[config.mk]
export PLATFORM = sky130hd
export DESIGN_NAME = semis_cmp_array
export DESIGN_NICKNAME = d
export VERILOG_FILES = /design/src/rtl/semis_cmp_pkg.sv /design/src/rtl/semis_cmp_channel.sv /design/src/rtl/semis_cmp_array.sv
export SDC_FILE = /design/constraint.sdc
export NUM_CORES = 1
export LEC_CHECK = 0
export ABC_AREA = 1
export BUFFER_PORTS_ARGS = -buffer_cell sky130_fd_sc_hd__buf_2
export CORE_ASPECT_RATIO = 0.7
export CORE_MARGIN = 8
export CORE_UTILIZATION = 59
export CTS_CLUSTER_SIZE = 12
export DETAILED_ROUTE_END_ITERATION = 7
export HOLD_SLACK_MARGIN = 0.15
export PLACE_DENSITY = 0.8
export SETUP_SLACK_MARGIN = 0.4
export SLEW_MARGIN = 20
export SYNTH_ARGS = -nofsm -noshare
export SYNTH_HDL_FRONTEND = slang
export SYNTH_HIERARCHICAL = 1
export SYNTH_SLANG_ARGS = --single-unit
[constraint.sdc]
create_clock -name clk -period 1.8 [get_ports clk]
set_clock_uncertainty 0.15 [all_clocks]
set_input_delay 0.36 -clock clk [delete_from_list [all_inputs] [get_ports clk]]
set_output_delay 0.36 -clock clk [all_outputs]
set_load 0.03 [all_outputs]
[src/rtl/semis_cmp_pkg.sv]
// semis_cmp_pkg: shared types, default sizing and small helpers for the
// multi-channel clocked comparator front end.
package semis_cmp_pkg;

    // Filter advance policy selected by the mode pin.
    typedef enum logic {
        CONTINUOUS = 1'b0,
        STROBED    = 1'b1
    } mode_e;

    // Per-channel debounce state.
    typedef enum logic {
        STABLE  = 1'b0,
        PENDING = 1'b1
    } chan_state_e;

    // Default sizing of the array.
    localparam int DEF_CHANNELS    = 4;
    localparam int DEF_DEB_W       = 4;
    localparam int DEF_SYNC_STAGES = 2;

    // A synchronised pair proposes a new decision only when it is not at a
    // tie; the proposal is vip_s itself (vip_s=1/vin_s=0 -> 1, 0/1 -> 0).
    // Returns 1 when the pair carries a candidate that differs from cur.
    function automatic logic cand_differs(
        input logic vip_s,
        input logic vin_s,
        input logic cur
    );
        logic differs;
        if (vip_s != vin_s) begin
            differs = (vip_s != cur);
        end else begin
            differs = 1'b0;
        end
        return differs;
    endfunction

    // Advance qualifier: the filter moves every cycle in continuous mode and
    // only on strobe cycles in strobed mode, and never while disabled.
    function automatic logic advance_ok(
        input logic ena,
        input logic mode,
        input logic strobe
    );
        logic adv;
        if (!ena) begin
            adv = 1'b0;
        end else if (mode_e'(mode) == CONTINUOUS) begin
            adv = 1'b1;
        end else begin
            adv = strobe;
        end
        return adv;
    endfunction

endpackage

[src/rtl/semis_cmp_channel.sv]
// semis_cmp_channel: one comparator channel. Synchronises the asynchronous
// vip/vin pair, derives a candidate decision, and debounces it with a
// STABLE/PENDING state machine and a saturating run counter.
module semis_cmp_channel
    import semis_cmp_pkg::*;
#(
    parameter int DEB_W       = DEF_DEB_W,
    parameter int SYNC_STAGES = DEF_SYNC_STAGES
) (
    input  logic             clk,
    input  logic             rst_n,
    input  logic             adv,
    input  logic [DEB_W-1:0] deb_len,
    input  logic             vip,
    input  logic             vin,
    output logic             cmp_out,
    output logic             changed,
    output logic             tie
);

    // Synchroniser chains; bit 0 is the first stage, the top bit is the
    // metastability-safe output.
    logic [SYNC_STAGES-1:0] vip_sync_d;
    logic [SYNC_STAGES-1:0] vip_sync_q;
    logic [SYNC_STAGES-1:0] vin_sync_d;
    logic [SYNC_STAGES-1:0] vin_sync_q;
    logic                   vip_s;
    logic                   vin_s;

    // Debounce state.
    chan_state_e            state_d;
    chan_state_e            state_q;
    logic [DEB_W-1:0]       cnt_d;
    logic [DEB_W-1:0]       cnt_q;
    logic                   cmp_d;
    logic                   cmp_q;
    logic                   changed_d;
    logic                   changed_q;
    logic                   differs_s;
    logic [DEB_W-1:0]       cnt_inc_s;

    // Shift the raw pins into the synchroniser chains (runs regardless of ena).
    always_comb begin
        vip_sync_d = {vip_sync_q[SYNC_STAGES-2:0], vip};
        vin_sync_d = {vin_sync_q[SYNC_STAGES-2:0], vin};
    end

    // Synchroniser flops, cleared by reset so tie reads high out of reset.
    always_ff @(posedge clk or negedge rst_n) begin
        if (!rst_n) begin
            vip_sync_q <= {SYNC_STAGES{1'b0}};
            vin_sync_q <= {SYNC_STAGES{1'b0}};
        end else begin
            vip_sync_q <= vip_sync_d;
            vin_sync_q <= vin_sync_d;
        end
    end

    // Candidate evaluation and saturating counter increment.
    always_comb begin
        vip_s     = vip_sync_q[SYNC_STAGES-1];
        vin_s     = vin_sync_q[SYNC_STAGES-1];
        differs_s = cand_differs(vip_s, vin_s, cmp_q);
        if (cnt_q == {DEB_W{1'b1}}) begin
            cnt_inc_s = cnt_q;
        end else begin
            cnt_inc_s = cnt_q + DEB_W'(1'b1);
        end
    end

    // Debounce next-state: a run of disagreeing advance samples toggles the
    // decision once the run exceeds deb_len; any agreeing or tie sample
    // breaks the run. ">=" lets a lowered deb_len finish a run at once.
    always_comb begin
        state_d   = state_q;
        cnt_d     = cnt_q;
        cmp_d     = cmp_q;
        changed_d = 1'b0;
        if (adv) begin
            case (state_q)
                STABLE: begin
                    if (differs_s) begin
                        if (deb_len == {DEB_W{1'b0}}) begin
                            cmp_d     = ~cmp_q;
                            changed_d = 1'b1;
                            state_d   = STABLE;
                        end else begin
                            cnt_d   = DEB_W'(1'b1);
                            state_d = PENDING;
                        end
                    end else begin
                        state_d = STABLE;
                    end
                end
                PENDING: begin
                    if (differs_s) begin
                        if (cnt_q >= deb_len) begin
                            cmp_d     = ~cmp_q;
                            changed_d = 1'b1;
                            cnt_d     = {DEB_W{1'b0}};
                            state_d   = STABLE;
                        end else begin
                            cnt_d   = cnt_inc_s;
                            state_d = PENDING;
                        end
                    end else begin
                        cnt_d   = {DEB_W{1'b0}};
                        state_d = STABLE;
                    end
                end
                default: begin
                    cnt_d   = {DEB_W{1'b0}};
                    state_d = STABLE;
                end
            endcase
        end else begin
            changed_d = 1'b0;
        end
    end

    // Debounce state machine and registered outputs.
    always_ff @(posedge clk or negedge rst_n) begin
        if (!rst_n) begin
            state_q   <= STABLE;
            cnt_q     <= {DEB_W{1'b0}};
            cmp_q     <= 1'b0;
            changed_q <= 1'b0;
        end else begin
            state_q   <= state_d;
            cnt_q     <= cnt_d;
            cmp_q     <= cmp_d;
            changed_q <= changed_d;
        end
    end

    // Drive the channel outputs; tie is deliberately combinational.
    always_comb begin
        cmp_out = cmp_q;
        changed = changed_q;
        tie     = (vip_s == vin_s);
    end

endmodule

[src/rtl/semis_cmp_array.sv]
// semis_cmp_array: CHANNELS independent debounced comparator channels sharing
// one clock, one enable and one advance qualifier.
module semis_cmp_array
    import semis_cmp_pkg::*;
#(
    parameter int CHANNELS    = DEF_CHANNELS,
    parameter int DEB_W       = DEF_DEB_W,
    parameter int SYNC_STAGES = DEF_SYNC_STAGES
) (
    input  logic                clk,
    input  logic                rst_n,
    input  logic                ena,
    input  logic [CHANNELS-1:0] vip,
    input  logic [CHANNELS-1:0] vin,
    input  logic                mode,
    input  logic                strobe,
    input  logic [DEB_W-1:0]    deb_len,
    output logic [CHANNELS-1:0] cmp_out,
    output logic [CHANNELS-1:0] changed,
    output logic [CHANNELS-1:0] tie
);

    logic adv_s;

    // One advance qualifier shared by every channel.
    always_comb begin
        adv_s = advance_ok(ena, mode, strobe);
    end

    for (genvar g = 0; g < CHANNELS; g++) begin : g_chan
        semis_cmp_channel #(
            .DEB_W       (DEB_W),
            .SYNC_STAGES (SYNC_STAGES)
        ) u_chan (
            .clk     (clk),
            .rst_n   (rst_n),
            .adv     (adv_s),
            .deb_len (deb_len),
            .vip     (vip[g]),
            .vin     (vin[g]),
            .cmp_out (cmp_out[g]),
            .changed (changed[g]),
            .tie     (tie[g])
        );
    end

endmodule

==> metrics.txt <==
# TYPE chip_impl_metric gauge
chip_impl_info{name="min_to",value="g_chan[1].u_chan/vin_sync_q[1]$_DFF_PN0_"} 1
chip_impl_info{name="synth_top_family_by_area",value="simple AND/OR/NAND/NOR gates"} 1
chip_impl_metric{name="post_synthesis_cell_count",unit=""} 343
chip_impl_metric{name="clock_path_buffers",unit=""} 2
chip_impl_metric{name="post_synth_and_or_nand_nor_area_fraction",unit=""} 0.331
chip_impl_metric{name="synth_top_area_share",unit=""} 0.398
chip_impl_metric{name="arrival",unit="ns"} 1.87
chip_impl_metric{name="post_drt_via_cell_ratio",unit=""} 6.24
chip_impl_metric{name="hold_path_depth",unit=""} 0
chip_impl_metric{name="fmax",unit="MHz"} 549
chip_impl_metric{name="synth-edff-count",unit=""} 0
chip_impl_metric{name="drc",unit=""} 0
chip_impl_metric{name="compound_gate_fraction_of_synth_area",unit=""} 0.0575
chip_impl_metric{name="areaGrowthSynthToFinish",unit="%"} 48.1
chip_impl_metric{name="tot_gr_track_use",unit=""} 0.209
chip_impl_metric{name="max-vdd-ir-drop",unit="mV"} 0.772
chip_impl_metric{name="yosys.area_share.xor_xnor",unit=""} 0.0380
chip_impl_metric{name="ctsHtreeMaxLevel",unit=""} 2
chip_impl_info{name="worstHoldPathType",value="reg -> reg"} 1
chip_impl_info{name="netlist.top_cell.by_area",value="dfrtp_1"} 1
chip_impl_info{name="yosys.cell_count.top_type",value="nand2_1"} 1
chip_impl_metric{name="first_pass_drt_iterations",unit=""} 5
chip_impl_metric{name="power.internal",unit="mW"} 2.38
chip_impl_metric{name="final_net_count",unit=""} 460
chip_impl_metric{name="core_footprint",unit="sq um"} 4430
chip_impl_metric{name="final_core_util",unit=""} 0.924
chip_impl_info{name="ctsRootBufferMaster",value="clkbuf_8"} 1
chip_impl_info{name="worstHoldStart",value="g_chan[1].u_chan/vin_sync_q[0]$_DFF_PN0_"} 1
chip_impl_metric{name="cts.sink_count",unit=""} 44
chip_impl_metric{name="critical_path_peak_fanout",unit=""} 7
chip_impl_metric{name="design.portCount",unit=""} 29
chip_impl_metric{name="power_frac_comb",unit=""} 0.537
chip_impl_info{name="critical_path.reg2reg.endpoint",value="g_chan[3].u_chan/cnt_q[0]$_DFFE_PN0P_"} 1
chip_impl_metric{name="rows",unit=""} 20
chip_impl_metric{name="grt_pass1_vias",unit=""} 2643
chip_impl_metric{name="cts_buffers",unit=""} 5
chip_impl_metric{name="postSynth.asyncResetShare",unit=""} 1.00
chip_impl_metric{name="grt_pass1_wl",unit="um"} 12000
chip_impl_info{name="post_synth_main_area_contributors",value="dfrtp_1 40%, nand2_1 12%, ha_1 9.1%"} 1
chip_impl_metric{name="die_height",unit="um"} 73.3
chip_impl_metric{name="headroom_to_the_max_slew_limit",unit=""} 0.693
chip_impl_metric{name="route.final.wire_length",unit="um"} 10300
chip_impl_metric{name="dp_worst_setup_slack",unit="ns"} -0.0255
chip_impl_metric{name="finalMaxSlewViolations",unit=""} 0
chip_impl_metric{name="grt_max_degree",unit=""} 28
chip_impl_metric{name="share_seq_of_total_power",unit=""} 0.320
chip_impl_info{name="rsz_0062_raised_after_global_routing",value="yes"} 1
chip_impl_metric{name="syn-mean-instance-area",unit="sq um"} 8.06
chip_impl_metric{name="synth-adder-area-share",unit=""} 0.0905
chip_impl_info{name="timing.critical_path.from_type",value="flop"} 1
chip_impl_metric{name="global_route.overflow_total",unit=""} 0
chip_impl_metric{name="power.static_leakage",unit="nW"} 2.00
chip_impl_metric{name="dr_total_vias",unit=""} 2991
chip_impl_metric{name="worst_skew_pair.late_latency",unit="ns"} 0.31
chip_impl_metric{name="start_util",unit=""} 0.624
chip_impl_metric{name="place_congestion",unit=""} 0.896
chip_impl_metric{name="mappedNetlistArea",unit="sq um"} 2760
chip_impl_metric{name="setup-violations-final",unit=""} 1
chip_impl_metric{name="worstMarginPinSlew",unit="ns"} 0.460
chip_impl_metric{name="synth_mux_area_frac",unit=""} 0
chip_impl_info{name="synth_top_flop_cell",value="dfrtp_1"} 1
chip_impl_info{name="post_synth_most_frequent_cells",value="92 x nand2_1, 50 x inv_1, 44 x dfrtp_1"} 1
chip_impl_metric{name="yosysSeqAreaShare",unit=""} 0.398
chip_impl_metric{name="avgRoutedWirePerCell",unit="um"} 21.6
chip_impl_metric{name="initialDrtViolationCount",unit=""} 339
chip_impl_metric{name="worst_ep_required_time",unit="ns"} 1.85
chip_impl_metric{name="syn-num-nets",unit=""} 380
chip_impl_metric{name="cellPowerDensity",unit="nW/um^2"} 1070
chip_impl_metric{name="netSwitchingPower",unit="mW"} 2.01
chip_impl_metric{name="antenna_found_initial",unit=""} 1
chip_impl_info{name="violated_checks",value="negative setup slack"} 1
chip_impl_metric{name="synth_cell_type_count",unit=""} 21
chip_impl_metric{name="post-route-period-util",unit=""} 1.01
chip_impl_info{name="run_status",value="complete, but fails checks"} 1
chip_impl_metric{name="layout_setup_ws",unit="ns"} -0.0230
chip_impl_metric{name="drive_gt1_frac",unit=""} 0.515
chip_impl_metric{name="ys.warnings.count",unit=""} 6
chip_impl_metric{name="clk_pin_slew",unit="ns"} 0.08
chip_impl_info{name="worstSetupEndpointType",value="flop"} 1
chip_impl_info{name="cts_tree",value="yes"} 1
chip_impl_metric{name="port_buffer_count",unit=""} 28
chip_impl_metric{name="max-cap-violations",unit=""} 0
chip_impl_info{name="regToRegStartpoint",value="g_chan[3].u_chan/cnt_q[0]$_DFFE_PN0P_"} 1
chip_impl_metric{name="netSwitchingFraction",unit=""} 0.457
chip_impl_metric{name="width_of_the_chip",unit="um"} 97.8
chip_impl_metric{name="min_period",unit="ns"} 1.82
chip_impl_metric{name="power_frac_clock",unit=""} 0.143
chip_impl_info{name="worst-setup-path-type",value="reg -> reg"} 1
chip_impl_metric{name="post-dp-hpwl",unit="um"} 4330
chip_impl_metric{name="reg2reg_setup_slack",unit="ns"} -0.02
chip_impl_metric{name="worst-r2r-cell-count",unit=""} 9
chip_impl_metric{name="yosys_register_bits",unit=""} 44
chip_impl_metric{name="routed_antenna_nets",unit=""} 0
chip_impl_metric{name="endpoints_failing_hold",unit=""} 0
chip_impl_metric{name="floorplan.die_area",unit="sq um"} 7170
[power groups by stage]
stage	Combinational [mW]	Sequential, mW	Clock, mW
finish	2.36	1.40	0.628
CTS	1.78	1.35	0.616
floorplan	0.967	1.43	0
detailed placement	1.34	1.39	0
global placement	1.30	1.39	0
global route	2.47	1.41	0.670
[cell families (layout without fill, tap and decap cells)]
logic type | after synthesis | after routing
simple gates | 184 | 184
fa+ha+maj | 20 | 20
other cells | 0 | 1
buf+inv | 62 | 142
xor+xnor | 12 | 12
compound gates | 21 | 21
flops | 44 | 44
[metrics by stage]
step	TNS, ns	cells	area, sq um	power, mW	hold WS (ns)
finish	-0.0230	479	4090	4.39	0.204
global route	-0.213	479	4090	4.55	0.209
CTS	0	471	3780	3.74	0.203
detailed placement	-0.0621	430	3160	2.74	0.178
global placement	0	430	3160	2.69	0.170
floorplan	0	343	2900	2.40	-0.0856
[per-layer routing]
metal,vias to the layer above,global-route usage,share of wire
met1,1433,0.239,0.36
met4,0,0.0808,0.060
li1,1253,-,-
met3,76,0.0547,0.086
met2,229,0.370,0.49
met5,-,0,0
[cells in the final DEF (no fill, tap or decap), drive strengths merged, types with 8 or more instances in the layout]
| cell type | n |
|---|---|
| inv | 56 |
| a21oi | 9 |
| nor2 | 16 |
| nand2 | 112 |
| buf | 64 |
| nor3 | 12 |
| nand3 | 32 |
| ha | 20 |
| xnor2 | 8 |
| dfrtp | 44 |
| nand4 | 12 |
| dlygate4sd3 | 9 |
| o21ai | 8 |
[state kept, by name, summed over array words and instances (netlist names)]
name and cells:
g_chan.u_chan/changed 4, g_chan.u_chan/cnt_q 16, g_chan.u_chan/state_q 4, g_chan.u_chan/vip_sync_q 8
g_chan.u_chan/vin_sync_q 8, g_chan.u_chan/cmp_out 4
[cell type report]
cell class,instances,area [sq um]
Multi-Input combinational cell,237,1980
Sequential cell,44,1120
Timing Repair Buffer,73,607
Fill cell,148,337
Inverter,62,234
Clock buffer,5,68.8
Tap cell,55,68.8
Clock inverter,2,12.5
Antenna cell,1,2.50
[how the worst max path moves through the flow]
stage | endpoint | cells past startpoint | from | slack [ns]
5_1_grt | g_chan[0].u_chan/cnt_q[3]$_DFFE_PN0P_ | 8 | g_chan[0].u_chan/cnt_q[2]$_DFFE_PN0P_ | -0.12
2_1_floorplan | g_chan[1].u_chan/cnt_q[0]$_DFFE_PN0P_ | 9 | g_chan[1].u_chan/cnt_q[2]$_DFFE_PN0P_ | 0.27
3_3_place_gp | g_chan[1].u_chan/cnt_q[0]$_DFFE_PN0P_ | 11 | deb_len[2] | 0.04
6_report | g_chan[3].u_chan/cnt_q[0]$_DFFE_PN0P_ | 9 | g_chan[3].u_chan/cnt_q[0]$_DFFE_PN0P_ | -0.02
3_5_place_dp | g_chan[1].u_chan/cnt_q[0]$_DFFE_PN0P_ | 11 | deb_len[2] | -0.03
4_1_cts | g_chan[1].u_chan/cnt_q[0]$_DFFE_PN0P_ | 9 | g_chan[1].u_chan/cnt_q[1]$_DFFE_PN0P_ | 0.19
[critical path: stages, from the launching register on]
cell,delay (ns)
dfrtp_1,0.41
inv_2,0.09
ha_4,0.27
nand4_1,0.17
nand3_4,0.22
inv_2,0.06
nand2_2,0.09
nand2_4,0.09
nand2_2,0.08
nand2_1,0.08
[timing repair]
item                                    CTS  global route
hold buffers                              9             0
endpoints found under the setup margin   36            36
gates resized for setup                  68            61
endpoints found under the hold margin    25             0
setup buffers                            25             7
pin swaps                                31            24
No activity file was read; power rests on OpenSTA's default activity.
